==> src/rtl/donut_shade_if.sv <==
// Shade-job bus: start/coords/hit-test results in, dithered pixel and status out.
interface donut_shade_if;
    logic               start;
    logic [1:0]         px_x;
    logic [1:0]         px_y;
    logic               hit;
    logic [15:0]        light;
    logic [1:0]         r;
    logic [1:0]         g;
    logic [1:0]         b;
    logic               valid;
    logic               busy;

    modport master (
        output start, px_x, px_y, hit, light,
        input  r, g, b, valid, busy
    );

    modport slave (
        input  start, px_x, px_y, hit, light,
        output r, g, b, valid, busy
    );
endinterface

==> src/rtl/donut_shade.sv <==
// Shades one ray-march result: waits out the march latency, samples hit/light,
// and emits a 2-bit grey pixel via a 4x4 ordered dither (or the background on a miss).
module donut_shade #(
    parameter int unsigned ITERS       = 8,
    parameter int unsigned LIGHT_SHIFT = 6,
    parameter logic [5:0]  BG          = 6'b000001
) (
    input  logic           clk,
    input  logic           rst,
    donut_shade_if.slave   sh_io
);

    localparam int unsigned CNT_W   = 8;
    localparam int unsigned LIGHT_W = 16;
    localparam int unsigned LUM_W   = 6;
    localparam int unsigned DTH_W   = 4;
    localparam int unsigned SUM_W   = 7;
    localparam int unsigned RGB_W   = 6;

    localparam logic [1:0] S_IDLE  = 2'd0;
    localparam logic [1:0] S_MARCH = 2'd1;
    localparam logic [1:0] S_SHADE = 2'd2;

    logic [1:0]                state_q, state_d;
    logic [CNT_W-1:0]          cnt_q, cnt_d;
    logic [1:0]                px_x_q, px_x_d;
    logic [1:0]                px_y_q, px_y_d;
    logic                      hit_q, hit_d;
    logic signed [LIGHT_W-1:0] light_q, light_d;
    logic [RGB_W-1:0]          rgb_q, rgb_d;
    logic                      valid_q, valid_d;
    logic                      busy_q, busy_d;

    logic signed [LIGHT_W-1:0] s_c;
    logic [LUM_W-1:0]          lum_c;
    logic [DTH_W-1:0]          dith_c;
    logic [SUM_W-1:0]          sum_c;
    logic [1:0]                level_c;
    logic [RGB_W-1:0]          shade_c;

    // Intensity scaling and clamp to a 6-bit luminance
    always_comb begin
        s_c = light_q >>> LIGHT_SHIFT;
        if (s_c < 0) begin
            lum_c = '0;
        end else if (s_c > 16'sd63) begin
            lum_c = 6'd63;
        end else begin
            lum_c = s_c[LUM_W-1:0];
        end
    end

    // 4x4 Bayer threshold, rows indexed by y
    always_comb begin
        dith_c = '0;
        case ({px_y_q, px_x_q})
            4'h0: dith_c = 4'd0;
            4'h1: dith_c = 4'd8;
            4'h2: dith_c = 4'd2;
            4'h3: dith_c = 4'd10;
            4'h4: dith_c = 4'd12;
            4'h5: dith_c = 4'd4;
            4'h6: dith_c = 4'd14;
            4'h7: dith_c = 4'd6;
            4'h8: dith_c = 4'd3;
            4'h9: dith_c = 4'd11;
            4'hA: dith_c = 4'd1;
            4'hB: dith_c = 4'd9;
            4'hC: dith_c = 4'd15;
            4'hD: dith_c = 4'd7;
            4'hE: dith_c = 4'd13;
            4'hF: dith_c = 4'd5;
            default: dith_c = '0;
        endcase
    end

    // Quantise (lum + dither) / 16, saturating at 3 since the sum can reach 78
    always_comb begin
        sum_c = SUM_W'(lum_c) + SUM_W'(dith_c);
        if (sum_c >= 7'd48) begin
            level_c = 2'd3;
        end else if (sum_c >= 7'd32) begin
            level_c = 2'd2;
        end else if (sum_c >= 7'd16) begin
            level_c = 2'd1;
        end else begin
            level_c = 2'd0;
        end
        shade_c = hit_q ? {level_c, level_c, level_c} : BG;
    end

    // Next-state: a start in any state restarts the job
    always_comb begin
        state_d = state_q;
        cnt_d   = cnt_q;
        px_x_d  = px_x_q;
        px_y_d  = px_y_q;
        hit_d   = hit_q;
        light_d = light_q;
        rgb_d   = rgb_q;
        valid_d = 1'b0;
        busy_d  = busy_q;

        if (sh_io.start) begin
            px_x_d  = sh_io.px_x;
            px_y_d  = sh_io.px_y;
            cnt_d   = CNT_W'(ITERS);
            busy_d  = 1'b1;
            state_d = S_MARCH;
        end else begin
            case (state_q)
                S_MARCH: begin
                    cnt_d = cnt_q - CNT_W'(1);
                    if (cnt_q == CNT_W'(1)) begin
                        hit_d   = sh_io.hit;
                        light_d = sh_io.light;
                        state_d = S_SHADE;
                    end
                end
                S_SHADE: begin
                    rgb_d   = shade_c;
                    valid_d = 1'b1;
                    busy_d  = 1'b0;
                    state_d = S_IDLE;
                end
                S_IDLE:  state_d = S_IDLE;
                default: state_d = S_IDLE;
            endcase
        end
    end

    always_ff @(posedge clk) begin
        if (rst) begin
            state_q <= S_IDLE;
            cnt_q   <= '0;
            px_x_q  <= '0;
            px_y_q  <= '0;
            hit_q   <= 1'b0;
            light_q <= '0;
            rgb_q   <= '0;
            valid_q <= 1'b0;
            busy_q  <= 1'b0;
        end else begin
            state_q <= state_d;
            cnt_q   <= cnt_d;
            px_x_q  <= px_x_d;
            px_y_q  <= px_y_d;
            hit_q   <= hit_d;
            light_q <= light_d;
            rgb_q   <= rgb_d;
            valid_q <= valid_d;
            busy_q  <= busy_d;
        end
    end

    assign sh_io.r     = rgb_q[5:4];
    assign sh_io.g     = rgb_q[3:2];
    assign sh_io.b     = rgb_q[1:0];
    assign sh_io.valid = valid_q;
    assign sh_io.busy  = busy_q;

endmodule

==> src/flat_wrapper.sv <==
// flat-port wrapper written by rule: the top's interface ports become plain ports
module donut_shade_flat 
#(
    parameter int unsigned ITERS       = 8,
    parameter int unsigned LIGHT_SHIFT = 6,
    parameter logic [5:0]  BG          = 6'b000001
)
  (clk, rst, sh_io_start, sh_io_px_x, sh_io_px_y, sh_io_hit, sh_io_light, sh_io_r, sh_io_g, sh_io_b, sh_io_valid, sh_io_busy);
  donut_shade_if sh_io_i ();
  input  logic clk;
  input  logic rst;
  input wire logic [$bits(sh_io_i.start)-1:0] sh_io_start;
  input wire logic [$bits(sh_io_i.px_x)-1:0] sh_io_px_x;
  input wire logic [$bits(sh_io_i.px_y)-1:0] sh_io_px_y;
  input wire logic [$bits(sh_io_i.hit)-1:0] sh_io_hit;
  input wire logic [$bits(sh_io_i.light)-1:0] sh_io_light;
  output wire logic [$bits(sh_io_i.r)-1:0] sh_io_r;
  output wire logic [$bits(sh_io_i.g)-1:0] sh_io_g;
  output wire logic [$bits(sh_io_i.b)-1:0] sh_io_b;
  output wire logic [$bits(sh_io_i.valid)-1:0] sh_io_valid;
  output wire logic [$bits(sh_io_i.busy)-1:0] sh_io_busy;
  assign sh_io_i.start = sh_io_start;
  assign sh_io_i.px_x = sh_io_px_x;
  assign sh_io_i.px_y = sh_io_px_y;
  assign sh_io_i.hit = sh_io_hit;
  assign sh_io_i.light = sh_io_light;
  assign sh_io_r = sh_io_i.r;
  assign sh_io_g = sh_io_i.g;
  assign sh_io_b = sh_io_i.b;
  assign sh_io_valid = sh_io_i.valid;
  assign sh_io_busy = sh_io_i.busy;
  donut_shade #(.ITERS(ITERS), .LIGHT_SHIFT(LIGHT_SHIFT), .BG(BG)) u_core (.clk(clk), .rst(rst), .sh_io(sh_io_i));
endmodule
==> config.mk <==
export PLATFORM = sky130hd
export DESIGN_NAME = donut_shade_flat
export DESIGN_NICKNAME = d
export VERILOG_FILES = /design/src/rtl/donut_shade_if.sv /design/src/rtl/donut_shade.sv /design/src/flat_wrapper.sv
export SDC_FILE = /design/constraint.sdc
export NUM_CORES = 1
export LEC_CHECK = 0
export ABC_AREA = 1
export CAP_MARGIN = 40
export CORE_MARGIN = 3
export CORE_UTILIZATION = 50
export DETAILED_ROUTE_END_ITERATION = 6
export PLACE_DENSITY = 0.85
export RECOVER_POWER = 50
export SLEW_MARGIN = 20
export SYNTH_ARGS = -nofsm -noshare
export SYNTH_HDL_FRONTEND = slang
export SYNTH_SLANG_ARGS = --single-unit
==> constraint.sdc <==
create_clock -name clk -period 2.38 [get_ports clk]
set_input_delay 0.714 -clock clk [delete_from_list [all_inputs] [get_ports clk]]
set_output_delay 0.714 -clock clk [all_outputs]
set_load 0.01 [all_outputs]
# Word level (Yosys, flattened, before mapping)
# Memories as Yosys holds them, arrays and structs flattened. A register that Yosys moved wholly into a read port is not among the register bits.
# Index checks and enable logic that the tools add are counted.
[totals]
rom_bits = 64
out_inout_bits = 8
wordCells = 47
mem_count = 1
reg_bits = 39
[mem_list]
columns = ["memory", "words", "width", "rd", "rd_clocked_by_memory_dff", "wr", "line", "text"]
rows = [
  ["(no name shown)", 16, 4, 1, 1, 0, "donut_shade.sv:56", "case ({px_y_q, px_x_q})"],
]
[classes]
eq_ne = 4
muxes = 16
order_cmp = 5
addsub = 2
bitwise = 2
n_reduce_logical = 6
[ops]
columns = ["op", "count"]
rows = [
  ["$mux W6", 3],
  ["$mux W4", 4],
  ["$ge A7 B6 Y1 const B", 2],
  ["$gt A10 B7 Y1 const B", 1],
  ["$lt A10 B1 Y1 const B", 1],
  ["$eq A8 B1 Y1 const B", 1],
  ["$sub A8 B1 Y8 const B", 1],
  ["$add A6 B4 Y7", 1],
  ["$ge A7 B5 Y1 const B", 1],
  ["$mux W1", 7],
  ["$mux W2", 2],
  ["$reduce_bool A2 Y1", 2],
  ["$ne A3 B2 Y1 const B", 1],
  ["$reduce_and A3 Y1", 1],
  ["$reduce_or A3 Y1", 1],
  ["$eq A2 B1 Y1 const B", 1],
  ["$eq A2 B2 Y1 const B", 1],
  ["$not A1 Y1", 2],
  ["$reduce_and A2 Y1", 1],
  ["$reduce_or A2 Y1", 1],
]

# Depth between registers and ports, before layout
# Gate-level depths: netlist (run 1).
[logic_depth]
ltp_word = 9
ltp_mapped = 14
ltp_nobuf = 14

# Worst setup path before layout (run 1)
# Ideal clock, no wire load.
[synth_path]
path_kind = "reg2reg"
startpoint = "register u_core.light_q[12]"
endpoint = "register u_core.rgb_q[3]"
required_ps = 2267
path_buffers = 0
synth_period_minus_slack_ps = 1843
stages_incl_launch_ff = 14
setup_slack_ps = 537
arrival_time_ps = 1730
cell_sequence = "dfxtp_1 nor2_1 nand2_1 o21ai_0 inv_1 ha_1 fa_1 and3_1 nor2_1 nor2_1 nor2_1 nand2_1 nand2_1 nand2_1"
[synth_via]
elab_chain_cells = 8
[synth_lines]
columns = ["element", "line", "text"]
rows = [
  ["from (decl)", "donut_shade.sv:29", "logic signed [LIGHT_W-1:0] light_q, light_d;"],
  ["from (signal assigned)", "donut_shade.sv:149", "light_q <= light_d;"],
  ["$gt A10 B7 Y1", "donut_shade.sv:46", "end else if (s_c > 16'sd63) begin"],
  ["$mux W6", "donut_shade.sv:46", ""],
  ["$mux W6 *", "donut_shade.sv:44", "if (s_c < 0) begin"],
  ["$add A6 B4 Y7 *", "donut_shade.sv:79", "sum_c = SUM_W'(lum_c) + SUM_W'(dith_c);"],
  ["$ge A7 B6 Y1", "donut_shade.sv:82", "end else if (sum_c >= 7'd32) begin"],
  ["$mux W2", "donut_shade.sv:82", ""],
  ["$mux W2 *", "donut_shade.sv:80", "if (sum_c >= 7'd48) begin"],
  ["$mux W6 *", "donut_shade.sv:89", "shade_c = hit_q ? {level_c, level_c, level_c} : BG;"],
  ["to (signal assigned)", "donut_shade.sv:150", "rgb_q <= rgb_d;"],
  ["to (decl)", "donut_shade.sv:30", "logic [RGB_W-1:0] rgb_q, rgb_d;"],
]
# Mark *: on every way between the ends. The rest lies on a longest branch, timed or not.
# A chain may end at the register's enable or synchronous reset.

# Final worst setup path (run 1)
# Ends and elaborated chain as after synthesis.

==> flow_metrics.tcl, run 1 <==
set metrics [dict create \
    status "completed" \
    timing.hold.worst.class "register to register" \
    grt-ovfl-total 0 \
    timing.slew.headroom_pct 69.4 \
    ys_dominant_reg_cell "dfxtp_1" \
    use_met3_pct 6.50 \
    holdBufCountCts 0 \
    crit_path_max_fanout 6 \
    placementRows 19 \
    gp_congestion 0.855 \
    leakagePower_nw 0.805 \
    detail_route_antenna_nets 0 \
    whs_path_depth 2 \
    yosysTopAreaCellShare_pct 45.0 \
    layout.cells.non_filler 262 \
    timing.critical_path.to_type "register" \
    worstReg2RegEnd "u_core.rgb_q[3]" \
    htree_levels 2 \
    timing.setup.tns_ps 0 \
    worst_slew_pin_slew_ps 456 \
    worst_hold_path.endpoint "u_core.light_q[9]" \
    hold_path_startpoint "u_core.light_q[9]" \
    routed_via_count 1283 \
    synth.distinct_cells 24 \
    share_of_flip_flops_with_an_asynchronous_set_or_reset_pct 0 \
    first_global_vias 1227 \
    boundaryPins 32 \
    die-area_sq_mm 0.00372 \
    drt-initial-drc-count 39 \
    synth-warning-count 0 \
    routed_wl_um 2800 \
    drive_above_1_share_pct 5.63 \
    grt_use_total_pct 18.4 \
    wire_per_inst_um 10.7 \
    reg2reg_from "u_core.light_q[12]" \
    floorplan.initialDensity_pct 53.5 \
    totalPowerFinal_mw 1.04 \
    synthDominantAreaCellType "dfxtp_1" \
    postCtsSetupRepairBufs 0 \
    peakVddDrop_mv 0.448 \
    placedCellCount 254 \
    cts.reportedPaths.clkPinSlew_ps 100 \
    worst_setup_path_start_kind "register" \
    antennaDiodeCount 0 \
    preCtsSetupSlack_ps 172 \
    top_usage_layer "met2" \
    synthesized_area_sq_mm 0.00151 \
    placeableCoreArea_sq_mm 0.00283 \
    grt_max_degree 16 \
    detailed_placement_wirelength_estimate_um 2050 \
    post-route-worst-setup-slack_ps 301 \
    setup_violations 0 \
    final_critical_path_time_including_i_o_delays_and_setup_ps 2080 \
    postSynthNetCount 233 \
    timing.max_cap.violations 0 \
    min_period_over_period_pct 87.4 \
    worst_r2r_path_depth 13 \
    yosysMostFrequentCell "nand2_1" \
    synth.avg_cell_area_sq_um 7.49 \
    timing.hold.ws_ps 468 \
    area_growth_syn_to_layout_pct 21.4 \
    critical_path_required_ps 2630 \
    placed_cell_area_sq_mm 0.00178 \
    cts.sink_count 34 \
    fmax_mhz 481 \
    syn_inst 202 \
    postLayoutCellArea_sq_mm 0.00184 \
    drtPass1Iterations 4 \
    regToRegSetupSlack_ps 300 \
    ctsResizeCount 0 \
    cts_tree "yes" \
    globalRouteMet1Util_pct 20.9 \
    floorplan.die.height_um 61.0 \
    netlist_top_cells_count "nand2_1 (51), dfxtp_1 (34), inv_1 (23), nor2_1 (23), a21oi_1 (20)" \
    clock_tree.root_cell "clkbuf_4" \
    final.setup_skew_ps 4.32 \
    port-buffer-count 25 \
    final_nets 261 \
    yosysSeqAreaShare_pct 45.0 \
    synth_top_cells_by_area "dfxtp_1 (45%), nand2_1 (13%), a21oi_1 (6.6%)" \
    pwr_density_cell_mw_per_mm2 568 \
    finalHoldViolCount 0 \
    wire_length_of_the_first_global_routing_pass_um 4970 \
    use_met2_pct 29.9 \
    yosys_register_bits 34 \
    drv_slew 0 \
    cts-buffers-inserted 5 \
    via_per_inst 4.90 \
    cts_buffer_depth 2 \
    route.detailed.drc 0 \
    rsz0062_at_grt "false" \
    synth_enable_flop_cells 0 \
    critical_path_arrival_ps 2330 \
    worstSkewPairLatency_ps 340 \
    critical_path_class "register to register" \
    grt_antenna_before_repair 0 \
    die_w_um 61.0 \
    postLayoutCoreUtil_pct 65.0 \
]
cell families after synthesis:
kind of cell / count (synthesis) / share of synthesized area, %
flip-flops: 34 / 45.0
buffers and inverters: 33 / 9.59
XOR/XNOR: 3 / 1.74
AO/OA/AOI/OAI: 36 / 12.2
AND/OR/NAND/NOR: 89 / 25.2
adder cells (fa/ha/maj): 7 / 6.28
routing by layer:
| layer | part of all wire (%) | vias to the layer above |
|---|---|---|
| li1 | - | 692 |
| met1 | 46 | 566 |
| met2 | 47 | 20 |
| met3 | 4.9 | 5 |
| met4 | 2.2 | 0 |
| met5 | 0 | - |
flip-flops by register name, summed over array words and instances, names as in the netlist:
register	flops
u_core.light_q	10
u_core.cnt_q	8
u_core.dith_c	4
u_core.rgb_q	3
u_core.px_x_q	2
u_core.px_y_q	2
u_core.state_q	2
u_core.hit_q	1
u_core.sh_io.busy	1
u_core.sh_io.valid	1
report_power, final:
| part | switching (mW) | internal (mW) | total (mW) |
|---|---|---|---|
| clock | 0.197 | 0.142 | 0.339 |
| sequential | 0.0111 | 0.589 | 0.601 |
| combinational | 0.0537 | 0.0501 | 0.104 |
placed cells by master, fill, tap and decap left out, types with 3 or more instances in the layout:
cell type	instances
clkbuf_4	5
clkdlybuf4s50_1	24
nor3_1	3
xor2_1	3
ha_1	6
nand2_1	51
o21ai_0	14
a21oi_1	20
nor2_1	23
dfxtp_1	34
inv_1	24
nand3_1	7
final cells by class:
class | count | area (sq um)
Fill cell | 250 | 991
Multi-Input combinational cell | 135 | 688
Sequential cell | 34 | 681
Timing Repair Buffer | 28 | 269
Inverter | 26 | 97.6
Clock buffer | 6 | 51.3
Tap cell | 31 | 38.8
Clock inverter | 2 | 12.5
how the worst max path moves through the flow:
stage               slack (ps)              end  depth (start not counted)                from
floorplan                  540  u_core.rgb_q[3]                         13  u_core.light_q[12]
global placement           200  u_core.cnt_q[4]                          6         sh_io_start
detailed placement         170  u_core.cnt_q[4]                          6         sh_io_start
CTS                        320  u_core.rgb_q[3]                         13  u_core.light_q[12]
global route               180  u_core.rgb_q[3]                         13  u_core.light_q[12]
finish                     300  u_core.rgb_q[3]                         13  u_core.light_q[12]
critical path, stage by stage, from the launching register on:
cell	delay, ps
dfxtp_1	320
nor2_1	90
nand2_1	130
o21ai_0	180
inv_1	60
ha_1	200
fa_1	360
and3_1	150
nor2_1	140
nor2_1	80
nor2_1	90
nand2_1	60
nand2_1	60
nand2_1	50
No activity file was read; power rests on OpenSTA's default activity.
==> run 2: changes to the inputs <==
--- a/config.mk
+++ b/config.mk
@@ -9,7 +9,9 @@
 export CAP_MARGIN = 40
 export CORE_MARGIN = 3
 export CORE_UTILIZATION = 50
+export CTS_CLUSTER_SIZE = 8
 export DETAILED_ROUTE_END_ITERATION = 6
+export GPL_TIMING_DRIVEN = 1
 export PLACE_DENSITY = 0.85
 export RECOVER_POWER = 50
 export SLEW_MARGIN = 20
==> results of run 2 <==
The final DEF is identical to that of run 1; final timing and power are the same.
